### src/rtl/mem_stage.sv
// Memory access stage: issues one data-memory request per aligned load or
// store, stalls upstream until the memory acknowledges, and resolves the
// writeback value (ALU / loaded data / PC+4 / LO) into registered outputs.
//
//   state | meaning
//   ------+------------------------------------------------------------
//   IDLE  | accept instruction inputs; non-memory ops write back directly
//   BUSY  | request outstanding, bus held, waiting for dmAck
module mem_stage (
  input  logic        CLK,
  input  logic        RST,
  input  logic [31:0] PCPlus4i,
  input  logic [31:0] ALUResi,
  input  logic [31:0] Wloi,
  input  logic [4:0]  regWAddri,
  input  logic [1:0]  whatToRegi,
  input  logic        regWritei,
  input  logic        memWritei,
  input  logic [31:0] memDatai,
  input  logic [1:0]  readModei,
  input  logic [1:0]  movei,
  input  logic [31:0] dmRData,
  input  logic        dmAck,
  output logic        dmReq,
  output logic        dmWe,
  output logic [31:0] dmAddr,
  output logic [31:0] dmWData,
  output logic [3:0]  dmBe,
  output logic        stallo,
  output logic        misalignedo,
  output logic [31:0] wbDatao,
  output logic [4:0]  regWAddro,
  output logic        regWriteo,
  output logic [1:0]  moveo
);

  typedef enum logic {
    IDLE = 1'b0,
    BUSY = 1'b1
  } state_t;

  localparam logic [1:0] MODE_WORD  = 2'b00;
  localparam logic [1:0] MODE_HALF  = 2'b01;

  state_t r_state;
  state_t w_next_state;

  // Copies of the in-flight instruction, captured when the request issues.
  logic [1:0]  r_mode;
  logic [1:0]  r_off;
  logic        r_store;
  logic [4:0]  r_waddr;
  logic        r_wen;
  logic [1:0]  r_move;

  logic        w_is_mem;
  logic        w_is_store;
  logic        w_misaligned;
  logic        w_start;
  logic [1:0]  w_off;
  logic [3:0]  w_be;
  logic [31:0] w_wdata;
  logic [31:0] w_wb_sel;
  logic [31:0] w_ld_data;

  assign w_is_mem   = memWritei | (whatToRegi == 2'b01);
  assign w_is_store = memWritei;
  assign w_off      = ALUResi[1:0];
  assign w_misaligned = w_is_mem &
                        (((readModei == MODE_WORD) && (w_off != 2'b00)) ||
                         ((readModei == MODE_HALF) && w_off[0]));
  assign w_start    = w_is_mem & ~w_misaligned;

  // Next-state and stall: stall while a request is being launched or is outstanding.
  always_comb begin
    w_next_state = r_state;
    stallo       = 1'b0;
    case (r_state)
      IDLE: begin
        if (w_start) begin
          w_next_state = BUSY;
          stallo       = 1'b1;
        end
      end
      BUSY: begin
        if (dmAck) begin
          w_next_state = IDLE;
        end else begin
          stallo = 1'b1;
        end
      end
      default: w_next_state = IDLE;
    endcase
    if (RST) begin
      stallo = 1'b0;
    end
  end

  // State register.
  always_ff @(posedge CLK) begin
    if (RST) begin
      r_state <= IDLE;
    end else begin
      r_state <= w_next_state;
    end
  end

  // Store lane steering: big-endian, offset 0 is the most significant byte.
  always_comb begin
    w_be    = 4'b1111;
    w_wdata = memDatai;
    case (readModei)
      MODE_WORD: begin
        w_be    = 4'b1111;
        w_wdata = memDatai;
      end
      MODE_HALF: begin
        w_be    = w_off[1] ? 4'b0011 : 4'b1100;
        w_wdata = {memDatai[15:0], memDatai[15:0]};
      end
      default: begin
        case (w_off)
          2'b00:   w_be = 4'b1000;
          2'b01:   w_be = 4'b0100;
          2'b10:   w_be = 4'b0010;
          default: w_be = 4'b0001;
        endcase
        w_wdata = {4{memDatai[7:0]}};
      end
    endcase
  end

  // Load extraction from the returned word using the latched size/offset.
  always_comb begin
    logic [15:0] v_half;
    logic [7:0]  v_byte;
    v_half    = r_off[1] ? dmRData[15:0] : dmRData[31:16];
    case (r_off)
      2'b00:   v_byte = dmRData[31:24];
      2'b01:   v_byte = dmRData[23:16];
      2'b10:   v_byte = dmRData[15:8];
      default: v_byte = dmRData[7:0];
    endcase
    case (r_mode)
      MODE_WORD: w_ld_data = dmRData;
      MODE_HALF: w_ld_data = {{16{v_half[15]}}, v_half};
      2'b10:     w_ld_data = {{24{v_byte[7]}}, v_byte};
      default:   w_ld_data = {24'h0, v_byte};
    endcase
  end

  // Writeback source for instructions that complete without a memory access.
  always_comb begin
    case (whatToRegi)
      2'b00:   w_wb_sel = ALUResi;
      2'b10:   w_wb_sel = PCPlus4i;
      2'b11:   w_wb_sel = Wloi;
      default: w_wb_sel = 32'h0;
    endcase
  end

  // Bus, latched instruction and writeback registers.
  always_ff @(posedge CLK) begin
    if (RST) begin
      dmReq       <= 1'b0;
      dmWe        <= 1'b0;
      dmAddr      <= 32'h0;
      dmWData     <= 32'h0;
      dmBe        <= 4'h0;
      misalignedo <= 1'b0;
      wbDatao     <= 32'h0;
      regWAddro   <= 5'h0;
      regWriteo   <= 1'b0;
      moveo       <= 2'h0;
      r_mode      <= 2'h0;
      r_off       <= 2'h0;
      r_store     <= 1'b0;
      r_waddr     <= 5'h0;
      r_wen       <= 1'b0;
      r_move      <= 2'h0;
    end else begin
      case (r_state)
        IDLE: begin
          if (w_start) begin
            dmReq       <= 1'b1;
            dmWe        <= w_is_store;
            dmAddr      <= {ALUResi[31:2], 2'b00};
            dmWData     <= w_is_store ? w_wdata : 32'h0;
            dmBe        <= w_is_store ? w_be : 4'b1111;
            r_mode      <= readModei;
            r_off       <= w_off;
            r_store     <= w_is_store;
            r_waddr     <= regWAddri;
            r_wen       <= regWritei;
            r_move      <= movei;
            misalignedo <= 1'b0;
            wbDatao     <= 32'h0;
            regWAddro   <= 5'h0;
            regWriteo   <= 1'b0;
            moveo       <= 2'h0;
          end else begin
            dmReq       <= 1'b0;
            misalignedo <= w_misaligned;
            wbDatao     <= w_wb_sel;
            regWAddro   <= regWAddri;
            regWriteo   <= regWritei & ~w_misaligned;
            moveo       <= movei;
          end
        end
        BUSY: begin
          misalignedo <= 1'b0;
          if (dmAck) begin
            dmReq     <= 1'b0;
            dmWe      <= 1'b0;
            wbDatao   <= r_store ? 32'h0 : w_ld_data;
            regWAddro <= r_waddr;
            regWriteo <= r_wen & ~r_store;
            moveo     <= r_move;
          end else begin
            wbDatao   <= 32'h0;
            regWAddro <= 5'h0;
            regWriteo <= 1'b0;
            moveo     <= 2'h0;
          end
        end
        default: begin
          dmReq <= 1'b0;
        end
      endcase
    end
  end

endmodule

### config.mk
export PLATFORM = sky130hd
export DESIGN_NAME = mem_stage
export DESIGN_NICKNAME = d
export VERILOG_FILES = /design/src/rtl/mem_stage.sv
export SDC_FILE = /design/constraint.sdc
export NUM_CORES = 1
export LEC_CHECK = 0
export CAP_MARGIN = 40
export CORE_MARGIN = 8
export CORE_UTILIZATION = 45
export DETAILED_ROUTE_END_ITERATION = 8
export GPL_ROUTABILITY_DRIVEN = 0
export MAX_ROUTING_LAYER = met4
export PLACE_DENSITY = 0.87
export SKIP_CTS_REPAIR_TIMING = 1
export SLEW_MARGIN = 30
export SYNTH_ARGS = -nofsm -noshare
export SYNTH_HDL_FRONTEND = slang
export SYNTH_SLANG_ARGS = --single-unit
### constraint.sdc
create_clock -name CLK -period 5.3 [get_ports CLK]
set_input_delay 1.06 -clock CLK [delete_from_list [all_inputs] [get_ports CLK]]
set_output_delay 1.06 -clock CLK [all_outputs]
set_load 0.01 [all_outputs]
==> results.md, run 1 <==
* Post-synthesis async set-or-reset flop share at 0%
* Hold/Removal Path Class: reg -> reg
* Mapped Cells at 689
* Vias per cell at 5.85
* Worst clock skew at 0.00522 ns
* Placed wire-length estimate at 18,200 um
* Power density over the cells at 294 mW/mm^2
* Sequential-to-total area share from yosys stat at 40.9%
* Pre-antenna DRT Iters at 5
* Final net count at 1,113
* Worst skew pair latency at 0.42 ns
* Final-report hold violation count at 0
* Total Neg Setup Slack at 0 ns
* Dominant cell type by area after synthesis: dfxtp_1
* Post-synth EDFFs at 0
* Area share of the largest cell type after synthesis at 40.9%
* Inserted Clock Buffers at 17
* Area inside the core boundary at 0.0131 sq mm
* Die H at 132 um
* Die Footprint at 0.0173 sq mm
* Number of antenna violations at the first check in global routing at 1
* Placed standard-cell area at 0.00890 sq mm
* Outcome: finished clean
* Final count of pins violating max slew at 0
* RSZ-0062 raised after global routing: no
* Ratio of cells with drive above 1 in the final layout at 11.9%
* Maximum clock path buffer count at 2
* Final critical-path required period at 4.16 ns
* Wire length of the first global-routing pass at 37,900 um
* Post-synthesis area per instance at 8.74 sq um
* Final wirelength at 24,900 um
* Aggregate global-route resource usage at 28.3%
* Largest net degree at the start of global routing at 83
* TritonCTS clock tree: built
* Maximum level of the CTS H-tree at 4
* Cell chosen for the clock root: clkbuf_16
* Die Span X at 132 um
* Cell Area, Synth at 0.00602 sq mm
* Remaining antenna violation count after routing at 0
* Type of element launching the critical path: input pin
* Cell count after placement at 1,092
* # DRC at 0
* Final worst-path cycle share at 78.5%
* Final cell count without fillers at 1,126
* Number of distinct standard cells referenced by the synthesized netlist at 54
* Area growth from synthesis to layout at 58.0%
* Total non-filler cell area in the finished layout at 0.00952 sq mm
* Number of maximum-capacitance constraint violations at 0
* Detailed-route via count at 6,591
* Worst-case vdd ir drop at 275 uV
* Tightest slew margin relative to the limit at 46.3%
* Slew at the pin closest to its max-slew limit at 0.805 ns
* Endpoint class of the critical path: output port
* Count of final setup violators at 0
* Vias in the first global route at 6,683
* Max Freq at 240 MHz
* Critical path start-end classification: in -> out
* CTS sink count at 123
* Standby leakage power at 3.48 nW
* Port-buffer cells at 285
* Average wire length per cell after detail routing at 22.1 um
* Data arrival time of the critical path at 3.10 ns
* Std cell rows at 42
* Sum of overflow across all layers after global routing at 0
* Post-synth top flop: dfxtp_1
* Crit path required time at 4.24 ns
* Critical-path maximum fanout at 9
* Iteration-0 DRC count of the detailed router at 594
* Top-level port count at 288
* Overall power after layout at 2.80 mW
* Cells taking the most area after synthesis: dfxtp_1 (41%), o21ai_0 (7.1%), mux2_2 (6.7%)
* Count of state elements after synthesis at 123
* Effective utilization at floorplan at 45.9%
* Number of warning messages in the yosys log at 0
* Clock-pin slew on the worst setup and hold paths at 0.05 ns
routing by layer:
metal / up-vias / GRT usage [%] / part of all wire, %
met1: 3119 / 31.0 / 39
li1: 3061 / - / -
met4: 0 / 12.7 / 3.7
met3: 56 / 9.53 / 8.9
met5: - / - / 0
met2: 355 / 46.1 / 48
power by group:
part	internal [mW]	switching (mW)	leakage, nW
registers	0.988	0.0334	1.01
logic	0.330	0.298	2.17
clock network	0.755	0.399	0.293
total	2.07	0.730	3.48
Yosys cell counts, types with 2 or more instances:
| cell | count |
|---|---|
| o211ai_1 | 5 |
| or2_2 | 15 |
| o22ai_1 | 37 |
| dfxtp_1 | 123 |
| nand2_1 | 17 |
| nor2b_1 | 4 |
| clkbuf_1 | 42 |
| nand4_1 | 13 |
| nor3_1 | 3 |
| mux2i_1 | 30 |
| a21o_1 | 2 |
| o21ai_1 | 2 |
| a22oi_1 | 29 |
| o21bai_1 | 3 |
| a22o_1 | 9 |
| o2bb2ai_1 | 6 |
| nand3_1 | 34 |
| o22a_1 | 5 |
| o21ai_0 | 86 |
| and3_1 | 2 |
| o221ai_1 | 5 |
| buf_6 | 2 |
| mux2_2 | 36 |
| or4_1 | 7 |
| nor2_1 | 19 |
| a311oi_1 | 2 |
| inv_1 | 4 |
| buf_4 | 6 |
| a21oi_1 | 78 |
| nand2b_1 | 18 |
| buf_2 | 22 |
cell usage in the layout (no fill, tap or decap), types with 3 or more instances in the layout:
cell | netlist | final
nand2b_1 | 18 | 18
clkinv_2 | 0 | 6
clkbuf_16 | 0 | 17
bufinv_16 | 0 | 3
or4_1 | 7 | 7
o211ai_1 | 5 | 5
dfxtp_1 | 123 | 123
nand3_1 | 34 | 34
nor2b_1 | 4 | 4
a22o_1 | 9 | 9
nor3_1 | 3 | 3
mux2_2 | 36 | 36
o2bb2ai_1 | 6 | 6
nand4_1 | 13 | 13
or2_2 | 15 | 15
a22oi_1 | 29 | 29
mux2i_1 | 30 | 30
o21ai_0 | 86 | 86
clkbuf_1 | 42 | 3
nand2_1 | 17 | 17
o221ai_1 | 5 | 5
clkdlybuf4s50_1 | 0 | 283
inv_1 | 4 | 4
o22ai_1 | 37 | 37
nor2_1 | 19 | 18
buf_4 | 6 | 13
a21oi_1 | 78 | 78
o22a_1 | 5 | 5
metrics by stage:
stage / worst slack [ns] / utilization, % / hold WS (ns)
global route: 1.04 / 72.5 / 0.484
detailed placement: 1.17 / 67.8 / 0.450
floorplan: 2.11 / - / 0.442
global placement: 1.21 / 67.5 / 0.446
CTS: 1.13 / 72.2 / 0.463
finish: 1.14 / 72.5 / 0.459
critical path, stage by stage:
cell,delay (ns)
clkdlybuf4s50_1,0.41
and2b_1,0.37
or2_0,0.19
a21o_1,0.33
and2_1,0.20
clkdlybuf4s50_1,0.54
cell families after synthesis:
group	after synthesis	synth area share [%]
simple gates	142	13.1
buf+inv	78	5.94
other cells	1	0.0622
flops	123	40.9
compound gates	278	27.9
mux	67	12.1
path summary, 6_finish.rpt:
kind	start	end	slack, ns	depth (start not counted)
max	whatToRegi[1]	stallo	1.14	6
max reg2reg	r_state$_DFF_P_	wbDatao[11]$_SDFF_PP0_	2.97	4
min	dmWData[16]$_SDFFE_PP0P_	dmWData[16]$_SDFFE_PP0P_	0.46	1
min reg2reg	dmWData[16]$_SDFFE_PP0P_	dmWData[16]$_SDFFE_PP0P_	0.46	1
registers in the layout, indices dropped and copies added (netlist names), 2 cells and up:
signal / count
dmWData: 32
wbDatao: 32
dmAddr: 30
r_waddr: 5
regWAddro: 5
dmBe: 4
moveo: 2
r_mode: 2
r_move: 2
r_off: 2
final cells by class:
type / instances / area, sq um
multi-input combinational: 489 / 3230
tap: 176 / 220
clock inverter: 9 / 120
inverter: 5 / 18.8
sequential: 123 / 2460
timing repair buffer: 301 / 3000
clock buffer: 22 / 464
antenna: 1 / 2.50
fill: 999 / 3620
Note: power is estimated with default switching activity, not from simulation.
==> run 2: changes to the inputs <==
--- a/config.mk
+++ b/config.mk
@@ -7,11 +7,11 @@
 export LEC_CHECK = 0
 export CAP_MARGIN = 40
 export CORE_MARGIN = 8
-export CORE_UTILIZATION = 45
+export CORE_UTILIZATION = 37
 export DETAILED_ROUTE_END_ITERATION = 8
 export GPL_ROUTABILITY_DRIVEN = 0
 export MAX_ROUTING_LAYER = met4
-export PLACE_DENSITY = 0.87
+export PLACE_DENSITY = 0.77
 export SKIP_CTS_REPAIR_TIMING = 1
 export SLEW_MARGIN = 30
 export SYNTH_ARGS = -nofsm -noshare
==> constraint.sdc (replaced) <==
create_clock -name CLK -period 3.6 [get_ports CLK]
set_input_delay 0.72 -clock CLK [delete_from_list [all_inputs] [get_ports CLK]]
set_output_delay 0.72 -clock CLK [all_outputs]
set_load 0.01 [all_outputs]
==> run 2 against run 1 <==
Critical path depth did not move. Combinational power rose by 47%. Critical endpoint unchanged. Die area rose by 19%. Clock power rose by 55%.
==> results.md, run 2 (synthesis results as in run 1) <==
* Remaining antenna violation count after routing at 0 (unchanged)
* Maximum clock path buffer count at 2 (unchanged)
* Pre-CTS setup slack at 0.149 ns (-1.03 ns)
* Worst-case vdd ir drop at 336 uV (+22%)
* Hold endpoint: dmWData[14]$_SDFFE_PP0P_
* Tightest slew margin relative to the limit at 46.8% (+0.52 points)
* TritonCTS clock tree: built
* Die Footprint at 0.0206 sq mm (+19%)
* Placed standard-cell area at 0.00895 sq mm (+0.59%)
* Inserted Clock Buffers at 17 (unchanged)
* RSZ-0062 raised after global routing: no
* Hold/Removal Path Class: reg -> reg
* Number of maximum-capacitance constraint violations at 0 (unchanged)
* Critical-path maximum fanout at 9 (unchanged)
* Average wire length per cell after detail routing at 21.7 um (-1.5%)
* Standby leakage power at 3.49 nW (+0.56%)
* Most common cell after layout, fill and taps aside: clkdlybuf4s50_1
* Worst skew pair latency at 0.42 ns (about the same)
* Placed wire-length estimate at 18,400 um (+1.3%)
* Area growth from synthesis to layout at 59.4%
* Clock-pin slew on the worst setup and hold paths at 0.05 ns (about the same)
* Data arrival time of the critical path at 2.71 ns (-0.39 ns)
* Sum of overflow across all layers after global routing at 0 (unchanged)
* Area inside the core boundary at 0.0159 sq mm (+21%)
* Commonest non-fill, non-tap cells in the layout: clkdlybuf4s50_1 (283), dfxtp_1 (123), o21ai_0 (86), a21oi_1 (78), o22ai_1 (37)
* Crit path required time at 2.88 ns (-1.36 ns)
* Number of cells on the worst reg-to-reg path at 4 (unchanged)
* Vias in the first global route at 6,382 (-4.5%)
* Wl on met1 at 9960 um (+2.7%)
* Type of element launching the critical path: input pin
* Max Freq at 292 MHz
* Number of stages on the worst hold path at 1 (unchanged)
* Final net count at 1,116 (+0.27%)
* Pre-antenna DRT Iters at 6 (+1)
* Detailed route wirelength on metal2 at 12,200 um (+1.6%)
* Filler cell count at 1,422 (+42%)
* Endpoint class of the critical path: output port
* Top layer reached by signal wires: met4
* Critical path start-end classification: in -> out
* Worst R2R End: wbDatao[29]$_SDFF_PP0_
* Wire length of the first global-routing pass at 36,800 um (-2.8%)
* Top-level port count at 288 (unchanged)
* Vias per cell at 5.55 (-5.1%)
* Final wirelength at 25,400 um (+2.3%)
* Ratio of cells with drive above 1 in the final layout at 12.4% (+0.47 points)
* Number of antenna violations at the first check in global routing at 0 (-1)
* Final critical-path required period at 3.43 ns
* # DRC at 0 (unchanged)
* Slew at the pin closest to its max-slew limit at 0.797 ns (-0.00786 ns)
* Final count of pins violating max slew at 0 (unchanged)
* Launch point of the worst reg-to-reg path: r_off[1]$_SDFFE_PP0P_
* Largest net degree at the start of global routing at 82 (-1.2%)
* Top flop regs: dmWData (32), wbDatao (32), dmAddr (30)
* Worst clock skew at 0.00650 ns (+0.00128 ns)
* Outcome: finished clean
* Power density over the cells at 438 mW/mm^2 (+49%)
* Startpoint of the worst hold path: dmWData[14]$_SDFFE_PP0P_
* Final-report hold violation count at 0 (unchanged)
* Total non-filler cell area in the finished layout at 0.00961 sq mm (+0.89%)
* Hold Worst Slack at 0.465 ns (+0.00579 ns)
* Maximum level of the CTS H-tree at 4 (unchanged)
* Minimum setup slack among reg-to-reg paths at 1.47 ns (-1.50 ns)
* Overall power after layout at 4.20 mW (+50%)
* Detailed route wirelength on metal3 at 2620 um (+18%)
* Die Span X at 144 um (+9.0%)
* Port-buffer cells at 285 (unchanged)
* Final worst-path cycle share at 95.1%
* Die H at 144 um (+9.0%)
* Effective utilization at floorplan at 37.9% (-7.9 points)
* CTS sink count at 123 (unchanged)
* Aggregate global-route resource usage at 24.2% (-4.1 points)
* Setup slack after layout at 0.175 ns (-0.963 ns)
* Total Neg Setup Slack at 0 ns (unchanged)
* Cell chosen for the clock root: clkbuf_16
* Detailed-route via count at 6,496 (-1.4%)
* Count of final setup violators at 0 (unchanged)
* Iteration-0 DRC count of the detailed router at 545 (-8.2%)
* Std cell rows at 46 (+9.5%)
==> run 2: cell count changes in the layout (fill, tap and decap cells not counted), sizes merged <==
| cell | change |
|---|---|
| buf | +3 |
| clkinv | -2 |
| clkbuf | +3 |
==> run 2: how the worst max path moves through the flow <==
stage | from | to | cells after the start
floorplan | whatToRegi[0] | stallo | 6
global placement | whatToRegi[1] | stallo | 6
detailed placement | whatToRegi[1] | stallo | 6
CTS | whatToRegi[1] | stallo | 6
global route | whatToRegi[1] | stallo | 6
finish | whatToRegi[1] | stallo | 6
==> run 2: worst max-delay path: stages <==
cell and delay (ns):
clkdlybuf4s50_1 0.48, and2b_1 0.28, or2_0 0.25, a21o_2 0.30
and2_1 0.18, clkdlybuf4s50_1 0.49
==> run 2: report_power, final <==
part,switching [mW],internal [mW],total (mW)
Sequential,0.0496,1.45,1.50
Clock,0.599,1.18,1.78
Combinational,0.440,0.486,0.926
==> run 2: stage by stage <==
step           utilization [%]  instances
2_1_floorplan                -        690
3_3_place_gp              56.4       1135
3_5_place_dp              56.4       1135
4_1_cts                   60.2       1167
5_1_grt                   60.5       1169
6_report                  60.5       1170
==> run 2: cell type report <==
class,count,area (sq um),area share (%)
multi-input combinational,489,3230,33.7
timing repair buffer,304,3000,31.2
sequential,123,2460,25.6
clock buffer,25,505,5.26
tap,216,270,2.81
clock inverter,7,110,1.15
inverter,5,18.8,0.195
antenna,1,2.50,0.0261
==> run 2: metal layers <==
metal	vias to the layer above	global-route usage, %
li1	3065	-
met1	3067	27.4
met2	325	38.8
met3	39	8.03
met4	0	9.74
met5	-	-
